**src/rtl/parking_pkg.sv**
```systemverilog
// Shared types and default constants for the parking gate controller.
// The lockout constants are only used when PARKING_LOCKOUT_EN is defined.
package parking_pkg;

    typedef enum logic [1:0] {
        IDLE,
        ENTRY_OPEN,
        EXIT_OPEN
    } gate_state_e;

    localparam logic [7:0] PASSCODE_DEF    = 8'hFF;
    localparam int         MAX_CARS_DEF    = 20;
    localparam int         GATE_CYCLES_DEF = 3;
    localparam int         TIMER_W         = 8;

    localparam logic [1:0] LOCK_THRESH = 2'd3;
    localparam logic [4:0] LOCK_CYCLES = 5'd16;

endpackage

```
**src/rtl/parking_gate_timer.sv**
```systemverilog
// Load/count-down timer shared by both gates; done is high while the count
// is zero, so a load of N-1 gives an N-cycle open window.
import parking_pkg::*;

module parking_gate_timer #(
    parameter int W = TIMER_W
) (
    input  logic         clk,
    input  logic         rst_n,
    input  logic         load_i,
    input  logic [W-1:0] load_val_i,
    input  logic         en_i,
    output logic         done_o
);

    logic [W-1:0] cnt_q;
    logic [W-1:0] cnt_d;

    always_comb begin
        cnt_d = cnt_q;
        if (load_i) begin
            cnt_d = load_val_i;
        end else if (en_i && cnt_q != '0) begin
            cnt_d = cnt_q - 1'b1;
        end
    end

    always_ff @(posedge clk or negedge rst_n) begin
        if (!rst_n) begin
            cnt_q <= '0;
        end else begin
            cnt_q <= cnt_d;
        end
    end

    assign done_o = (cnt_q == '0);

endmodule

```
**src/rtl/parking_gate_ctrl.sv**
```systemverilog
// Parking lot entry/exit gate FSM with occupancy count.
// Define PARKING_LOCKOUT_EN to lock out entry after repeated bad passcodes.
import parking_pkg::*;

module parking_gate_ctrl #(
    parameter logic [7:0] PASSCODE    = PASSCODE_DEF,
    parameter int         MAX_CARS    = MAX_CARS_DEF,
    parameter int         GATE_CYCLES = GATE_CYCLES_DEF
) (
    input  logic       clk,
    input  logic       reset,
    input  logic [7:0] passcode_in,
    input  logic       enter_req,
    input  logic       exit_req,
    output logic [4:0] car_count,
    output logic       entry_gate_open,
    output logic       exit_gate_open
);

    localparam logic [4:0]         MAX_C    = 5'(MAX_CARS);
    localparam logic [TIMER_W-1:0] GATE_LD  = TIMER_W'(GATE_CYCLES - 1);

    gate_state_e state_q;
    logic [4:0]  count_q;
    logic        entry_q;
    logic        exit_q;
    logic        locked;
    logic        tmr_done;
    logic        idle;
    logic        grant_exit;
    logic        grant_entry;

    assign idle        = (state_q == IDLE);
    assign grant_exit  = idle && exit_req && (count_q != '0);
    // exit_req always wins the cycle, even when the exit itself is refused
    assign grant_entry = idle && enter_req && !exit_req && !locked &&
                         (passcode_in == PASSCODE) && (count_q < MAX_C);

    parking_gate_timer #(
        .W(TIMER_W)
    ) u_timer (
        .clk        (clk),
        .rst_n      (reset),
        .load_i     (grant_exit || grant_entry),
        .load_val_i (GATE_LD),
        .en_i       (!idle),
        .done_o     (tmr_done)
    );

    always_ff @(posedge clk or negedge reset) begin
        if (!reset) begin
            state_q <= IDLE;
            count_q <= '0;
            entry_q <= 1'b0;
            exit_q  <= 1'b0;
        end else begin
            unique case (state_q)
                IDLE: begin
                    if (grant_exit) begin
                        count_q <= count_q - 1'b1;
                        state_q <= EXIT_OPEN;
                        exit_q  <= 1'b1;
                    end else if (grant_entry) begin
                        count_q <= count_q + 1'b1;
                        state_q <= ENTRY_OPEN;
                        entry_q <= 1'b1;
                    end
                end
                ENTRY_OPEN, EXIT_OPEN: begin
                    if (tmr_done) begin
                        state_q <= IDLE;
                        entry_q <= 1'b0;
                        exit_q  <= 1'b0;
                    end
                end
                default: begin
                    state_q <= IDLE;
                    entry_q <= 1'b0;
                    exit_q  <= 1'b0;
                end
            endcase
        end
    end

`ifdef PARKING_LOCKOUT_EN
    logic [1:0] fail_q;
    logic [4:0] lock_q;
    logic       wrong_try;

    assign locked    = (lock_q != '0);
    assign wrong_try = idle && enter_req && !exit_req && !locked &&
                       (passcode_in != PASSCODE);

    always_ff @(posedge clk or negedge reset) begin
        if (!reset) begin
            fail_q <= '0;
            lock_q <= '0;
        end else if (locked) begin
            lock_q <= lock_q - 1'b1;
            if (lock_q == 5'd1) begin
                fail_q <= '0;
            end
        end else if (grant_entry) begin
            fail_q <= '0;
        end else if (wrong_try) begin
            fail_q <= fail_q + 1'b1;
            if (fail_q == LOCK_THRESH - 2'd1) begin
                lock_q <= LOCK_CYCLES;
            end
        end
    end
`else
    assign locked = 1'b0;
`endif

    assign car_count       = count_q;
    assign entry_gate_open = entry_q;
    assign exit_gate_open  = exit_q;

endmodule

```
**config.mk**
```make
export PLATFORM = sky130hd
export DESIGN_NAME = parking_gate_ctrl
export DESIGN_NICKNAME = d
export VERILOG_FILES = /design/src/rtl/parking_pkg.sv /design/src/rtl/parking_gate_timer.sv /design/src/rtl/parking_gate_ctrl.sv
export SDC_FILE = /design/constraint.sdc
export NUM_CORES = 1
export LEC_CHECK = 0
export ABC_CLOCK_PERIOD_IN_PS = 2740
export CORE_AREA = 8 8 52 65
export DETAILED_ROUTE_END_ITERATION = 10
export DIE_AREA = 0 0 60 73
export HOLD_SLACK_MARGIN = 0.05
export PLACE_DENSITY_LB_ADDON = 0.1
export SLEW_MARGIN = 20
export SYNTH_ARGS = -nofsm -noshare
export SYNTH_HDL_FRONTEND = slang
export SYNTH_SLANG_ARGS = --single-unit
```
**constraint.sdc**
```tcl
create_clock -name clk -period 2.74 [get_ports clk]
set_input_delay 0.548 -clock clk [delete_from_list [all_inputs] [get_ports clk]]
set_output_delay 0.548 -clock clk [all_outputs]
set_load 0.01 [all_outputs]
```
==> results.ini, run 1 <==
[run_status]
outcome = finished, final reports clean

[timing]
layout_worst_path_cycle_share_pct = 90.55
hold_viol_final = 0
rsz0062_at_grt = no
worst_pin_slew_ns = 0.7782
relSlewSlack_pct = 47.96
setup_viol = 0
final.min_clock_period_ns = 2.481
tns_ns = 0
fin_skew_ns = 0.0003661
max_freq_mhz = 403.0
slew_violations = 0

[synthesis]
synthMuxAreaShare_pct = 3.152
yosys.area_share.simple_pct = 17.33
ys_seq_area_share_pct = 41.21
yosys.cell_types.count = 40
synth-edff-count = 0
ys_warn_count = 0
synth_compound_area_share_pct = 19.64
synth_seq_cells = 17
syn-num-nets = 118
synth_ff_type = dfrtp_1
synthAdderAreaFrac_pct = 8.000
netlist_instances = 100
synth_top_family_by_area = compound AO/OA/AOI/OAI gates
synth-xor-area-share_pct = 4.242
syn_area_per_cell_um2 = 10.32
async_flop_share_pct = 100.0
syn_area_um2 = 1032

[setup_path]
reg2reg_depth = 8
path_class = reg -> reg
reg2reg_from = car_count[1]
required_ns = 2.97
cp.arrival_ns = 2.71
endpoint_kind = flop
critPathLaunch = car_count[1]
worstPathMaxFanout = 3
start_kind = flop

[place]
place_congestion = 0.7263
place_area_um2 = 1247
dp_hpwl_um = 1679
port_buffers = 18

[floorplanning]
core_area_um2 = 2377
start_util_pct = 43.42
rows = 20
die_x_um = 60
design.die.area_um2 = 4380
num_io_pins = 19
fp.dieH_um = 73

[global_routing]
grt_max_degree = 18
antenna_found_initial = 0
grt_pass1_vias = 824
gr-total-overflow = 0
grt_util_all_layers_pct = 11.16
grt_first_pass_wirelength_um = 3774

[clocking]
cts_root_buf = clkbuf_4
ctsHoldBuffers = 0
path_clk_slew_ns = 0.10
clock_latency_ns = 0.29
post-cts-setup-buffer-count = 0
cts_buffers = 3
ctsResizeCount = 0
cts_tree = done
htreeDepth = 1
cts.sinks = 17
cts_buffer_depth = 2

[route]
drtPass1Iterations = 4
drt-initial-drc-count = 21
wl_met2_um = 1069
finalWirelength_um = 2147
drt-met1-wl_um = 1002
routed_via_density = 5.292
wl_per_cell_um = 13.94
route.met3.wl_um = 58
drc = 0
via_count = 815
dr.max_layer_used = met4
ant_nets = 0

[final_layout]
stdcell_area_um2 = 1275
fillers = 215
nets = 140
drive_above_1_share_pct = 11.57
areaGrowthSynthToFinish_pct = 23.51
layout_common_cells = clkdlybuf4s50_1, dfrtp_1, inv_1
num_antenna_cells = 0
mostFrequentLayoutCell = clkdlybuf4s50_1

[job]
max_cap_viol_count = 0

[power]
leakage_nw = 0.5387
ir_worst_vdd_mv = 0.5486
power.density_nw_per_um2 = 1131

[worst_hold_path]
hp-start = entry_gate_open
worstHoldPathType = reg -> reg
hold_depth = 1

## critical path, stage by stage (launching register included)
cell and delay [ns]:
dfrtp_1 0.40, or4_4 0.55, o211ai_4 0.21, inv_1 0.11, ha_1 0.32, nor2b_1 0.15
o21a_1 0.18, or4_1 0.40, nand4_1 0.10
## where the power goes
group | leakage [nW] | switching, mW | total (mW) | internal [mW]
Clock | 0.0177 | 0.0817 | 0.136 | 0.0542
Sequential | 0.216 | 0.0963 | 0.449 | 0.353
Combinational | 0.305 | 0.428 | 0.856 | 0.428
Total | 0.539 | 0.606 | 1.44 | 0.836
## sequential cells by signal (all words and copies together) (netlist names)
name and count:
u_timer.cnt_q 8, entry_gate_open 1, exit_gate_open 1, state_q 2
car_count 5
## cell type report
class,count,area [µm²],area share [%]
timing repair buffer,21,202.7,15.90
multi-input combinational,69,540.5,42.39
tap,33,41.29,3.238
clock inverter,1,5.005,0.3925
inverter,10,37.54,2.944
sequential,17,425.4,33.37
clock buffer,3,22.52,1.766
## worst paths after layout
| check | slack (ns) | endpoint |
|---|---|---|
| worst max-delay path | 0.26 | car_count[4] |
| min in group asynchronous | 0.70 | entry_gate_open |
| worst min-delay path | 0.50 | entry_gate_open |
| max in group asynchronous | 1.56 | u_timer.cnt_q[0] |
| worst max register to register | 0.26 | car_count[4] |
| worst min register to register | 0.50 | entry_gate_open |
## routing by layer
layer  up-vias  global-route usage, %
met5         -                      0
met4         0                  4.787
met3         2                  1.940
met2         8                  18.87
met1       389                  13.22
li1        416                      -
## stage by stage
| stage | std cells | setup WS (ns) | power (mW) | utilization (%) | hold slack [ns] |
|---|---|---|---|---|---|
| 6_report | 154 | 0.2589 | 1.442 | 53.63 | 0.5003 |
| 5_1_grt | 154 | 0.1407 | 1.593 | 53.63 | 0.5381 |
| 4_1_cts | 154 | 0.2525 | 1.464 | 53.63 | 0.5052 |
| 3_5_place_dp | 150 | 0.2209 | 1.323 | 52.47 | 0.4803 |
| 3_3_place_gp | 150 | 0.2570 | 1.298 | 52.47 | 0.4885 |
| 2_1_floorplan | 100 | 0.2202 | 1.064 | - | 0.2524 |
## synth_stat cells, drive strengths merged, types with 2 or more instances
library cell,number,area share (%)
a211o,2,1.7
buf,4,2.8
mux2,2,2.2
o31ai,2,1.5
xnor2,5,4.2
inv,10,3.6
o22ai,2,1.2
nand4,3,1.8
o211ai,2,2.8
ha,5,6.1
dfrtp,17,41
a21oi,8,3.9
o21ai,5,2.4
or4,6,5.1
nor2,6,2.2
## kinds of logic after synthesis
family,Yosys count
AO/OA/AOI/OAI,29
buffers and inverters,14
AND/OR/NAND/NOR,26
XOR/XNOR,5
multiplexers,3
flip-flops,17
adder cells (fa/ha/maj),6
(Power assumes the default switching activity.)
==> run 2: changes to the inputs <==
Settings changed: REMOVE_ABC_BUFFERS set to 1, SKIP_CTS_REPAIR_TIMING set to 1.
==> results.ini, run 2 (synthesis results as in run 1) <==
[floorplanning]
num_io_pins = 19
start_util_pct = 43.42
core_area_um2 = 2377
fp.dieH_um = 73
design.die.area_um2 = 4380
rows = 20
die_x_um = 60

[clocking]
cts.sinks = 17
cts_root_buf = clkbuf_4
cts_buffers = 3
path_clk_slew_ns = 0.11
cts_tree = done
htreeDepth = 1
cts_buffer_depth = 2
clock_latency_ns = 0.29

[final_layout]
largest_reg_flops = 8
regMostFlops = u_timer.cnt_q
num_antenna_cells = 0
nets = 139
areaGrowthSynthToFinish_pct = 22.79
mostFrequentLayoutCell = clkdlybuf4s50_1
drive_above_1_share_pct = 10.83
layout_common_cells = clkdlybuf4s50_1, dfrtp_1, inv_1
fillers = 234

[setup_path]
path_class = reg -> reg
path_cells = or4_4, o211ai_4, inv_1, ha_1, nor2b_1, o21a_1, or4_1, nand4_1
cp.arrival_ns = 2.77
start_kind = flop
required_ns = 2.98
regToRegSetupSlack_ns = 0.21
cp.buffers_inverters = 1
critPathSlowestCell = or4_4
endpoint_kind = flop
slowest_delay_ns = 0.56
worstPathMaxFanout = 5
cp_top_family = simple AND/OR/NAND/NOR gates

[route]
via_count = 823
ant_nets = 0
routed_via_density = 5.379
drc = 0
wl_per_cell_um = 14.42
drtPass1Iterations = 4
finalWirelength_um = 2206
drt-initial-drc-count = 24

[power]
leakage_nw = 0.5339
ir_worst_vdd_mv = 0.6101
power.density_nw_per_um2 = 1135
p_total_mw = 1.439

[timing]
hold_viol_final = 0
holdWs_ns = 0.4977
slew_violations = 0
layout_worst_path_cycle_share_pct = 92.35
worst_pin_slew_ns = 0.7740
rsz0062_at_grt = no
fin_skew_ns = 0.003636
max_freq_mhz = 395.2
final.min_clock_period_ns = 2.530
tns_ns = 0
setup_viol = 0
relSlewSlack_pct = 48.24

[global_routing]
antenna_found_initial = 0
grt_first_pass_wirelength_um = 3829
grt_util_all_layers_pct = 11.35
gr-total-overflow = 0
grt_max_degree = 18
grt_pass1_vias = 851

[job]
max_cap_viol_count = 0

[run_status]
outcome = finished, final reports clean

[place]
port_buffers = 18
dp_hpwl_um = 1657
place_congestion = 0.7384

[worst_hold_path]
worstHoldPathType = reg -> reg

[run 2: changes by cell type in the layout (fill, tap and decap cells not counted)]
cell,delta
buf_4,-1
[run 2: final timing paths]
check | startpoint | endpoint | cells after the start
max in group asynchronous | reset | car_count[2] | 1
hold reg to reg | entry_gate_open | entry_gate_open | 1
setup / recovery | car_count[1] | car_count[4] | 8
min in group asynchronous | reset | state_q[1] | 1
hold / removal | entry_gate_open | entry_gate_open | 1
setup reg to reg | car_count[1] | car_count[4] | 8
[run 2: final cells by class]
type	instances	area (µm²)	area share, %
multi-input cells	69	540.5	42.65
flip-flops and latches	17	425.4	33.56
repair buffers	20	195.2	15.40
well taps	33	41.29	3.258
inverters	10	37.54	2.961
clock buffers	3	22.52	1.777
clock inverters	1	5.005	0.3949
[run 2: power by group]
group	total (mW)	leakage, nW	switching [mW]	internal, mW
registers	0.457	0.216	0.104	0.353
clock network	0.141	0.0177	0.0869	0.0543
logic	0.841	0.300	0.422	0.419
[run 2: per-stage QoR]
stage / cell area, µm² / setup WS, ns / utilization [%] / instances
4_1_cts: 1267 / 0.2117 / 53.32 / 153
2_1_floorplan: 1003 / 0.2202 / - / 96
3_5_place_dp: 1240 / 0.2017 / 52.16 / 149
3_3_place_gp: 1240 / 0.2220 / 52.16 / 149
5_1_grt: 1267 / 0.1290 / 53.32 / 153
6_report: 1267 / 0.2096 / 53.32 / 153
[run 2: metal layers]
metal / GRT usage (%) / routed length, µm / vias up
met1: 13.14 / 979 / 397
met5: 0 / 0 / -
met2: 19.35 / 1133 / 11
met3: 2.293 / 66 / 4
met4: 4.787 / 26 / 0
li1: - / - / 411
[run 2: worst reg2reg max path: cells and delay by family, from the launching register on]
kind,cells,cell delay (ns)
and+or+nand+nor,4,1.20
adders and majority gates,1,0.32
buffers and inverters,1,0.11
DFF,1,0.43
AOI/OAI and AO/OA,2,0.41
